==> src/rtl/display_mode_sequencer.sv <==
// rtl/display_mode_sequencer.sv - display path mode sequencer with frame-aligned switching and flush blanking
module display_mode_sequencer #(
    parameter int DEBOUNCE_CYCLES = 250000,
    parameter int FLUSH_FRAMES    = 2,
    parameter int TIMEOUT_FRAMES  = 8
) (
    input  logic       clk_25_vga,
    input  logic       rst,
    input  logic       sw_grayscale,
    input  logic       sw_sobel,
    input  logic       sw_filter,
    input  logic       vsync,
    input  logic       active_area,
    input  logic       filter_ready,
    input  logic       sobel_ready,
    output logic [1:0] mode_sel,
    output logic       out_enable,
    output logic       mode_changed,
    output logic       flush_active,
    output logic       fault,
    output logic [7:0] frame_count
);

    localparam int DB_W = $clog2(DEBOUNCE_CYCLES + 1);
    localparam int FC_W = $clog2(TIMEOUT_FRAMES + 1);
    localparam logic [DB_W-1:0] DB_LAST     = DB_W'(DEBOUNCE_CYCLES - 1);
    localparam logic [FC_W-1:0] FLUSH_MIN   = FC_W'(FLUSH_FRAMES);
    localparam logic [FC_W-1:0] TIMEOUT_LIM = FC_W'(TIMEOUT_FRAMES);

    typedef enum logic [1:0] {
        ST_RUN     = 2'd0,
        ST_PENDING = 2'd1,
        ST_FLUSH   = 2'd2
    } state_t;

    // switch bit order: {sobel, grayscale, filter}
    logic [2:0]      sw_meta;
    logic [2:0]      sw_sync;
    logic [1:0]      code;
    logic [1:0]      code_prev;
    logic [DB_W-1:0] db_cnt;
    logic [1:0]      req_mode;
    logic            vsync_q;
    logic            fs;
    logic            rdy;
    logic            ready_seen;
    state_t          state;
    logic [1:0]      next_mode;
    logic [FC_W-1:0] flush_cnt;
    logic [FC_W-1:0] flush_next;

    // two-flop synchroniser for the raw board switches
    always_ff @(posedge clk_25_vga or posedge rst) begin
        if (rst) begin
            sw_meta <= 3'b000;
            sw_sync <= 3'b000;
        end else begin
            sw_meta <= {sw_sobel, sw_grayscale, sw_filter};
            sw_sync <= sw_meta;
        end
    end

    // priority encode the synchronised switches into a requested mode code
    always_comb begin
        code = 2'd0;
        if (sw_sync[2])      code = 2'd3;
        else if (sw_sync[1]) code = 2'd1;
        else if (sw_sync[0]) code = 2'd2;
    end

    // debounce: restart the count on any code change, accept after a full stable window
    always_ff @(posedge clk_25_vga or posedge rst) begin
        if (rst) begin
            code_prev <= 2'd0;
            db_cnt    <= '0;
            req_mode  <= 2'd0;
        end else if (code != code_prev) begin
            code_prev <= code;
            db_cnt    <= '0;
        end else if (db_cnt == DB_LAST) begin
            req_mode <= code_prev;
        end else begin
            db_cnt <= db_cnt + 1'b1;
        end
    end

    assign fs = vsync_q & ~vsync;

    // frame start edge detector and free-running frame counter
    always_ff @(posedge clk_25_vga or posedge rst) begin
        if (rst) begin
            vsync_q     <= 1'b1;
            frame_count <= 8'd0;
        end else begin
            vsync_q <= vsync;
            if (fs) frame_count <= frame_count + 8'd1;
        end
    end

    // readiness of the currently selected path; orig and gray need no line buffers
    always_comb begin
        rdy = 1'b1;
        case (mode_sel)
            2'd2:    rdy = filter_ready;
            2'd3:    rdy = sobel_ready;
            default: rdy = 1'b1;
        endcase
    end

    // remember whether the selected path was ready during active video of this frame
    always_ff @(posedge clk_25_vga or posedge rst) begin
        if (rst) begin
            ready_seen <= 1'b0;
        end else if (fs) begin
            ready_seen <= 1'b0;
        end else if (active_area && rdy) begin
            ready_seen <= 1'b1;
        end
    end

    assign flush_next = flush_cnt + 1'b1;

    // mode sequencing: wait for a frame start to switch, then blank until the new path is ready
    always_ff @(posedge clk_25_vga or posedge rst) begin
        if (rst) begin
            state        <= ST_FLUSH;
            mode_sel     <= 2'd0;
            next_mode    <= 2'd0;
            flush_cnt    <= '0;
            out_enable   <= 1'b0;
            mode_changed <= 1'b0;
            flush_active <= 1'b1;
            fault        <= 1'b0;
        end else begin
            mode_changed <= 1'b0;
            case (state)
                ST_RUN: begin
                    out_enable   <= 1'b1;
                    flush_active <= 1'b0;
                    if (req_mode != mode_sel) begin
                        state     <= ST_PENDING;
                        next_mode <= req_mode;
                    end
                end
                ST_PENDING: begin
                    flush_active <= 1'b0;
                    if (req_mode == mode_sel) begin
                        // cancel takes precedence over a coincident frame start
                        state      <= ST_RUN;
                        out_enable <= 1'b1;
                    end else begin
                        if (req_mode != next_mode) next_mode <= req_mode;
                        if (fs) begin
                            state        <= ST_FLUSH;
                            mode_sel     <= next_mode;
                            mode_changed <= 1'b1;
                            flush_cnt    <= '0;
                            out_enable   <= 1'b0;
                            flush_active <= 1'b1;
                        end
                    end
                end
                default: begin
                    out_enable <= 1'b0;
                    if (req_mode != mode_sel) begin
                        // output stays blanked while pending out of a flush
                        state        <= ST_PENDING;
                        next_mode    <= req_mode;
                        flush_active <= 1'b0;
                    end else if (fs) begin
                        if ((flush_next >= FLUSH_MIN) && ready_seen) begin
                            state        <= ST_RUN;
                            out_enable   <= 1'b1;
                            flush_active <= 1'b0;
                        end else if (flush_next >= TIMEOUT_LIM) begin
                            state        <= ST_RUN;
                            out_enable   <= 1'b1;
                            flush_active <= 1'b0;
                            fault        <= 1'b1;
                        end else if (flush_cnt != TIMEOUT_LIM) begin
                            flush_cnt <= flush_next;
                        end
                    end
                end
            endcase
        end
    end

endmodule

==> config.mk <==
export PLATFORM = sky130hd
export DESIGN_NAME = display_mode_sequencer
export DESIGN_NICKNAME = d
export VERILOG_FILES = /design/src/rtl/display_mode_sequencer.sv
export SDC_FILE = /design/constraint.sdc
export NUM_CORES = 1
export LEC_CHECK = 0
export ABC_AREA = 1
export CORE_UTILIZATION = 25
export DETAILED_ROUTE_END_ITERATION = 7
export GPL_TIMING_DRIVEN = 0
export RECOVER_POWER = 100
export REMOVE_ABC_BUFFERS = 1
export SETUP_SLACK_MARGIN = 0.1
export SLEW_MARGIN = 10
export SYNTH_ARGS = -nofsm -noshare
export SYNTH_HDL_FRONTEND = slang
export SYNTH_SLANG_ARGS = --single-unit
==> constraint.sdc <==
create_clock -name clk_25_vga -period 2.5 [get_ports clk_25_vga]
set_clock_uncertainty 0.2 [all_clocks]
set_input_delay 0.375 -clock clk_25_vga [delete_from_list [all_inputs] [get_ports clk_25_vga]]
set_output_delay 0.375 -clock clk_25_vga [all_outputs]
set_load 0.02 [all_outputs]
==> impl_results.md <==
- Area grow syn2layout: 18.4%
- Initial Util: 25.9%
- Post-Synth XOR/XNOR Area: 3.61%
- Die height: ~110 um
- Placer congestion estimate: 0.827
- Total chip power: 1.86 mW
- Number of synthesis warnings: 0
- Fraction of layout instances using a drive strength above 1: 7.63%
- Register area share after synthesis: 48.9%
- Post-Layout Cell Count: 490
- Largest stage delay on the critical path: 0.66 ns
- Startpoint Class: flip-flop
- Port Buffers: 22
- Antenna viol nets, final: 0
- DRT iter0 DRCs: 88
- Final hold violation count: 0
- CTS Sinks: 52
- Area of placed instances: around 3000 um^2
- Placed cell count: 482
- Worst path cell trace: dlygate4sd3_1
- Hold buffers post-CTS: 0
- R2R Setup Slk: 0.44 ns
- P per Cell Area: 587 nW/um^2
- Mean Syn Cell Area: a little over 8 um^2
- Total grt overflow: 0
- Setup bufs post-CTS: 0
- Leakage power: 1.46 nW
- Int Power: 1.35 mW
- Die area: ~11000 um^2
- Syn Std Cell Area: 2670 um^2
- Comb power frac: 15.9%
- Diodes inserted: 0
- Clk pwr share: 32.7%
- Minimum clock period: 2.08 ns
- Worst Setup Slack, final: 0.423 ns
- Sw power: 0.505 mW
- Num CTS Buffers: 5
- RSZ-0062 raised after global routing: no
- Register area: 1310 um^2
- Multiplexer area fraction after synthesis: 0.375%
- Slew Limit Fails: 0
- Final period utilization: 83.1%
- Slowest CP cell: dlygate4sd3_1
- Post-DR vias/cell: 4.28
- Post-Synthesis Cells: 325
- Crit path max-delay family: buffers and inverters
- Avg WL per Cell: between 10 and 15 um
- CTS tree: done
- Vias: 2096
- Pre-CTS worst setup slack: 0.329 ns
- Compound-gate portion of the synthesized area: 5.25%
- Sequential share of power: 51.4%
- Worst Max-Slew Pin Slew: 0.694 ns
- First-pass GRT wire length: around 9300 um
- DRC: 0
- Routed wire length: just under 5000 um
- Vias in the first global route: 2112
- Io pins: 23
- Outcome: finished, final reports clean
- Initial antenna violation count: 0
- Synth cell types: 30
- CP endpoint kind: output pin
- Critical path data arrival time: 1.50 ns
- Max-slew headroom: 53.6%
- Skew-Pair Late Insertion Delay: 0.30 ns
- Fillcell total: 1108
- # setup viols final: 0
- GRT Resource Usage Total: 10.0%
- Largest family of logic cells by synthesized area: simple AND/OR/NAND/NOR gates
- MaxCap Viol Count: 0
- Clock Tree Root: clkbuf_8
- Critical path class: reg2out
- Worst path required time: ~1.9 ns
- HP Class: reg2reg
- Crit Path Max Fanout: 2
- Worst-path clk slew: about 0.090 ns
- Final instance area: 3160 um^2
- Fmax: 481 MHz
- Switching fraction of total power: 27.2%
- H-tree levels: 2
- Post-synthesis simple-gate area fraction: about 31%
- Worst Path Buf+Inv: 1
- Max IR drop VDD: about 350 uV
- Synth Register Bits: 52
- Nets: 370
- CTS resizes: 0
- Max clock buf depth: 2
- Placeable core area: 10300 um^2
- Row count: 37
- Multi-input logic area: 1140 um^2
- Dpl hpwl: approximately 3700 um
- Largest net degree at the start of global routing: 37
- Adder-cell share of the synthesized area: around 3.8%
- Initial DRT Pass Iterations: 5
- Die width: 105 um
==> final cells by class <==
class                      count  area share [%]
sequential                    52            41.3
multi-input combinational    221            35.9
timing repair buffer          23            7.60
inverter                      50            5.94
tap                          136            5.38
clock buffer                   6            2.61
clock inverter                 2            1.23
==> logic make-up after synthesis <==
logic type      Yosys count
compound gates           24
xor+xnor                 11
fa+ha+maj                 8
buf+inv                  52
flops                    52
mux                       1
simple gates            177
==> layer usage <==
| layer | share of wire, % | routed length, um | up-vias | global-route usage [%] |
|---|---|---|---|---|
| li1 | - | - | 1076 | - |
| met1 | 51 | 2510 | 988 | 13.5 |
| met2 | 45 | 2250 | 24 | 16.2 |
| met3 | 2.7 | 134 | 8 | 2.16 |
| met4 | 1.0 | 51 | 0 | 2.82 |
| met5 | 0 | 0 | - | 0 |
==> sequential cells by signal, summed over array words and instances (netlist names) <==
signal / flops
mode_sel: 2
sw_meta: 3
frame_count: 8
ready_seen: 1
db_cnt: 18
vsync_q: 1
fault: 1
out_enable: 1
flush_active: 1
next_mode: 2
state: 2
code_prev: 2
flush_cnt: 4
sw_sync: 3
req_mode: 2
mode_changed: 1
==> power groups by stage <==
stage	clock (mW)	sequential (mW)	combinational, mW
after detailed placement	0	0.975	0.319
after global placement	0	0.973	0.312
after global routing	0.657	0.966	0.331
final	0.607	0.954	0.295
after floorplan	0	1.02	0.118
after CTS	0.630	0.960	0.321
==> metrics by stage <==
stage | setup TNS [ns] | util [%] | hold WS, ns
after global placement | -17.16 | 29.5 | 0.135
after detailed placement | 0 | 29.7 | 0.135
final | 0 | 30.6 | 0.155
after CTS | 0 | 30.9 | 0.158
after floorplan | 0 | - | 0.131
after global routing | 0 | 30.6 | 0.165
==> final timing paths <==
check | start | endpoint | depth (start not counted)
worst max-delay path | flush_active$_DFFE_PP1P_ | flush_active | 1
worst min-delay path | sw_meta[0]$_DFF_PP0_ | sw_sync[0]$_DFF_PP0_ | 0
worst max register to register | mode_sel[0]$_DFFE_PP0P_ | flush_cnt[0]$_DFFE_PP0P_ | 10
worst min register to register | sw_meta[0]$_DFF_PP0_ | sw_sync[0]$_DFF_PP0_ | 0
max in group asynchronous | rst | db_cnt[12]$_DFFE_PP0N_ | 3
min in group asynchronous | rst | frame_count[5]$_DFFE_PP0P_ | 2
==> cells in the final DEF (no fill, tap or decap) <==
cell type	instances
o21ai_0	7
nand2_1	82
o21bai_2	1
nor2_2	2
inv_2	2
nand4_1	7
dfrtp_1	49
nor3_1	14
buf_12	1
nor2_4	3
clkbuf_8	6
ha_1	8
nand2_2	5
clkinv_4	1
a21oi_1	11
inv_1	48
nor4_1	2
dlygate4sd3_1	19
nand3_1	20
nor2_1	38
nand3b_1	1
nor3b_1	2
a21boi_0	2
o21ai_2	1
o21a_1	1
clkdlybuf4s50_1	3
a21o_1	1
bufinv_16	1
mux2i_1	1
xor2_1	7
dfstp_2	3
xnor2_1	4
nor3b_2	1
==> synth_stat cells <==
cell type / count / area share, %
nand2_1: 80 / 11
dfrtp_1: 49 / 46
inv_1: 48 / 6.8
nor2_1: 37 / 5.2
nand3_1: 18 / 3.4
nor3_1: 14 / 2.6
a21oi_1: 11 / 2.1
ha_1: 8 / 3.8
nand2_2: 7 / 1.6
nand4_1: 7 / 1.6
o21ai_0: 7 / 1.3
xor2_1: 7 / 2.3
nor2_4: 5 / 2.1
xnor2_1: 4 / 1.3
dfstp_2: 3 / 3.0
a21boi_0: 2 / 0.56
inv_2: 2 / 0.28
nand3_2: 2 / 0.75
nor3b_1: 2 / 0.56
nor4_1: 2 / 0.47
a21o_1: 1 / 0.28
buf_2: 1 / 0.19
buf_4: 1 / 0.28
mux2i_1: 1 / 0.38
nand3b_1: 1 / 0.28
nor2_2: 1 / 0.23
nor3b_2: 1 / 0.47
o21a_1: 1 / 0.28
o21ai_2: 1 / 0.33
o21bai_2: 1 / 0.42
No activity file was read; power rests on OpenSTA's default activity.
==> RTL edit 1: new RTL, same settings <==
Put one more register stage on the output `frame_count`, cleared by the reset. The value now appears one clock later. The other outputs are not delayed to match.
--- a/src/rtl/display_mode_sequencer.sv
+++ b/src/rtl/display_mode_sequencer.sv
@@ -33,6 +33,8 @@
         ST_FLUSH   = 2'd2
     } state_t;
 
+    logic [7:0] frame_count_s0;
+
     // switch bit order: {sobel, grayscale, filter}
     logic [2:0]      sw_meta;
     logic [2:0]      sw_sync;
@@ -90,10 +92,10 @@
     always_ff @(posedge clk_25_vga or posedge rst) begin
         if (rst) begin
             vsync_q     <= 1'b1;
-            frame_count <= 8'd0;
+            frame_count_s0 <= 8'd0;
         end else begin
             vsync_q <= vsync;
-            if (fs) frame_count <= frame_count + 8'd1;
+            if (fs) frame_count_s0 <= frame_count_s0 + 8'd1;
         end
     end
 
@@ -186,5 +188,13 @@
         end
     end
 
+    always_ff @(posedge clk_25_vga or posedge rst) begin
+        if (rst) begin
+            frame_count <= '0;
+        end else begin
+            frame_count <= frame_count_s0;
+        end
+    end
+
 endmodule
 
Function: changed (a bounded check fails within 4 cycles, from zero or initial values and one cycle with rst high).
==> RTL edit 1 against the unedited design <==
Sequential cell count grew 8. Routed wire length grew 11%. Count of clock-buffer cells in the layout grew 3. Hold slack lost 0.010 ns. Design area grew 13%. Die area grew 7.9%. Setup slack lost 0.069 ns. Synthesized area grew 8.1%.
Power is not compared: it rests on default switching activity, and its combinational part moved more than twofold at a synthesized area within 25%.
==> RTL edit 1: results <==
clock_network:
  cts_root_buffer: "clkbuf_16"
  worstSkewPairLatency_ns: 0.32
  htreeDepth: 3
critical_path:
  slowest_delay_ns: 0.55
  startpoint: "vsync"
  critPathMaxFanout: 7
  ff2ff_path_depth: 7
  cpLargestDelayFamily: "simple AND/OR/NAND/NOR gates"
global_routing:
  use_met1_pct: 14.4
  grt_util_all_layers_pct: 10.5
  grt_pass1_wl_um: 9840
  grt_use_met2_pct: 15.4
drt:
  drt-initial-drc-count: 180
  drtPass1Iterations: 6
  wire_per_inst_um: 10.7
  wl_um: 5490
  vias_per_cell: 4.33
yosys:
  postSynthCellCount: 337
  synth.distinct_cells: 29
  synth_fa_ha_area_share_pct: 3.47
  synthTopCellsByCount: "81 x nand2_1, 57 x dfrtp_1, 41 x inv_1, 38 x nor2_1, 27 x nand3_1"
  synthMuxAreaShare_pct: 0
  synthXorXnorAreaFrac_pct: 4.25
hold_path:
  min_to: "sw_sync[2]"
finish:
  final_nets: 385
  top_regs: "db_cnt: 18 flops, frame_count: 8 flops, frame_count_s0: 8 flops"
placed_design:
  gp_congestion: 0.813
  dp_hpwl_um: 3910
  dp.cells: 497
status:
  outcome: "completed"
timing:
  slew_headroom_pct: 18.9
==> RTL edit 1: changes by cell type in the layout (fill, tap and decap cells not counted), moves of 6 or more <==
cell,delta
clkbuf_16,+9
dfrtp_1,+8
nand3_1,+7
clkbuf_8,-6
inv_1,-6
==> RTL edit 1: logic make-up after synthesis <==
| group | count (synthesis) |
|---|---|
| adders and majority gates | 8 |
| buffers and inverters | 45 |
| DFF | 60 |
| and+or+nand+nor | 184 |
| xor gates and xnor gates | 14 |
| AOI/OAI and AO/OA | 26 |
==> RTL edit 1: where the power goes <==
group          internal [mW]  leakage (nW)  switching [mW]  total [mW]
Combinational          0.281         0.730           0.464       0.745
Clock                  0.878         0.156           0.456        1.33
Sequential              1.14         0.772           0.115        1.26
==> RTL edit 1: how the worst max path moves through the flow <==
stage | to | slack, ns | cells after the start
2_1_floorplan | code_prev[0] | 0.45 | 1
4_1_cts | req_mode[1] | 0.28 | 9
6_report | flush_cnt[0] | 0.35 | 7
3_3_place_gp | db_cnt[4] | -0.63 | 2
3_5_place_dp | req_mode[1] | 0.28 | 9
5_1_grt | flush_cnt[0] | 0.16 | 7
==> RTL edit 1: layer usage <==
metal  part of all wire (%)  routed length (um)
met1                     49                2700
met2                     45                2480
met3                    4.5                 248
met4                    1.1                  59
met5                      0                   0
==> RTL edit 1: area by class of cell <==
class | count | area, um2
tap | 140 | 175
sequential | 60 | 1510
clock buffer | 9 | 225
clock inverter | 7 | 98.8
multi-input combinational | 232 | 1200
fill | 1167 | 7450
timing repair buffer | 22 | 220
inverter | 43 | 161
==> RTL edit 1: worst register-to-register path, stage by stage (launching register included) <==
cell,delay [ns]
dfstp_2,0.51
inv_1,0.03
nor2_1,0.40
inv_1,0.23
nor2_1,0.31
nand2_1,0.14
nand2_1,0.07
nand2_1,0.05
==> RTL edit 2: new RTL, same flow settings <==
Made on the original files. Change the parameter `TIMEOUT_FRAMES` from 8 to 4.
--- a/src/rtl/display_mode_sequencer.sv
+++ b/src/rtl/display_mode_sequencer.sv
@@ -2,7 +2,7 @@
 module display_mode_sequencer #(
     parameter int DEBOUNCE_CYCLES = 250000,
     parameter int FLUSH_FRAMES    = 2,
-    parameter int TIMEOUT_FRAMES  = 8
+    parameter int TIMEOUT_FRAMES  = 4
 ) (
     input  logic       clk_25_vga,
     input  logic       rst,
Check against the original RTL: not equivalent (a bounded check fails within 10 cycles, from zero or initial values and one cycle with rst high).
==> RTL edit 2 against the unedited design <==
Sequential cell count shrank 1. Core utilization shrank 0.097 points. Die area shrank 0.18%. Hold slack gained 0.0011 ns. Critical path depth is the same. Design area shrank 0.32%. Register-to-register slack gained 0.08 ns. Setup slack lost 0.026 ns. Routed wire length grew 1.4%. Sequential share of layout area shrank 0.66 points. Non-clock buffer count is the same. Synthesized area shrank 0.19%.
Power is not compared: it rests on default switching activity, and its combinational part moved more than twofold at a synthesized area within 25%.
==> RTL edit 2: results <==
yosys:
  synth_top_area_share_pct: 45.1
  ys_async_sr_fraction_pct: 100
  synth_fa_ha_area_share_pct: 3.76
  ys_seq_area_share_pct: 48.1
  synth_compound_area_share_pct: 3.99
  synthTopCellsByCount: "91 x nand2_1, 48 x dfrtp_1, 46 x nor2_1, 44 x inv_1, 24 x nand3_1"
  netlist_top_cells_area: "dfrtp_1 45%, nand2_1 13%, nor2_1 6.5%, inv_1 6.2%, nand3_1 4.5%"
  postSynthCellCount: 336
  synth.distinct_cells: 24
  synthMuxAreaShare_pct: 0
  synthXorXnorAreaFrac_pct: 3.62
finish:
  top_regs: "db_cnt: 18 flops, frame_count: 8 flops"
  drive_gt1_share_pct: 6.83
  final_nets: 382
  fillers: 1107
status:
  outcome: "completed"
critical_path:
  ff2ff_path_depth: 5
  startpoint_type: "flip-flop"
  critPathArrivalTime_ns: 1.53
  slowest_delay_ns: 0.67
  startpoint: "flush_active"
  reg2reg_from: "sw_sync[2]"
  critPathMaxFanout: 2
  cpMaxStageDelayCell: "dlygate4sd3_1"
global_routing:
  grt_util_all_layers_pct: 9.67
  grt_max_degree: 28
  grt_pass1_wl_um: 8800
  first_global_vias: 1951
timing:
  finalHoldViolCount: 0
  tightest_slew_ns: 1.01
placed_design:
  dp_hpwl_um: 3780
  gp_congestion: 0.828
drt:
  drtPass1Iterations: 4
  vias: 2115
  drt-initial-drc-count: 144
  wire_per_inst_um: 9.98
power_and_ir_drop:
  leakagePower_nw: 1.48
hold_path:
  hold_depth: 0
  min_path_type: "reg -> reg"
  min_from: "sw_meta[2]"
clock_network:
  post_cts_resize_count: 0
  path_clk_slew_ns: 0.10
==> RTL edit 2: where the power goes <==
group / total (mW) / leakage (nW) / switching [mW] / internal, mW
combinational: 0.731 / 0.770 / 0.452 / 0.279
sequential: 1.06 / 0.651 / 0.103 / 0.958
clock: 0.587 / 0.0581 / 0.288 / 0.298
==> RTL edit 2: logic make-up after synthesis <==
family	after synthesis
simple gates	198
flops	51
compound gates	19
fa+ha+maj	8
buf+inv	49
xor+xnor	11
==> RTL edit 2: per-layer routing <==
metal	vias to the layer above	GRT usage (%)	wire length [um]
met1	972	12.9	2500
met4	0	3.32	76
met3	7	1.92	170
met5	-	0	0
li1	1103	-	-
met2	33	15.6	2270
==> RTL edit 2: layout make-up <==
class	instances	share of cell area, %
Multi-Input combinational cell	236	37.1
Inverter	48	5.72
Sequential cell	51	40.6
Timing Repair Buffer	23	7.63
Tap cell	136	5.40
Clock buffer	5	2.18
Clock inverter	3	1.39
==> RTL edit 2: metrics by stage <==
stage / util, % / hold WS (ns) / cell area [um2] / instances / worst slack [ns]
after floorplan: - / 0.131 / 2650 / 335 / 0.700
after global placement: 29.5 / 0.137 / 3040 / 493 / -0.332
after detailed placement: 29.7 / 0.136 / 3060 / 494 / 0.427
after CTS: 30.8 / 0.157 / 3180 / 502 / 0.445
after global routing: 30.5 / 0.174 / 3150 / 502 / 0.229
final: 30.5 / 0.156 / 3150 / 502 / 0.397
==> RTL edit 2: final timing paths <==
path	end	slack [ns]
max in group asynchronous	flush_active	0.82
setup reg to reg	db_cnt[10]	0.52
hold / removal	sw_sync[2]	0.16
hold reg to reg	sw_sync[2]	0.16
setup / recovery	flush_active	0.40
min in group asynchronous	db_cnt[17]	0.54
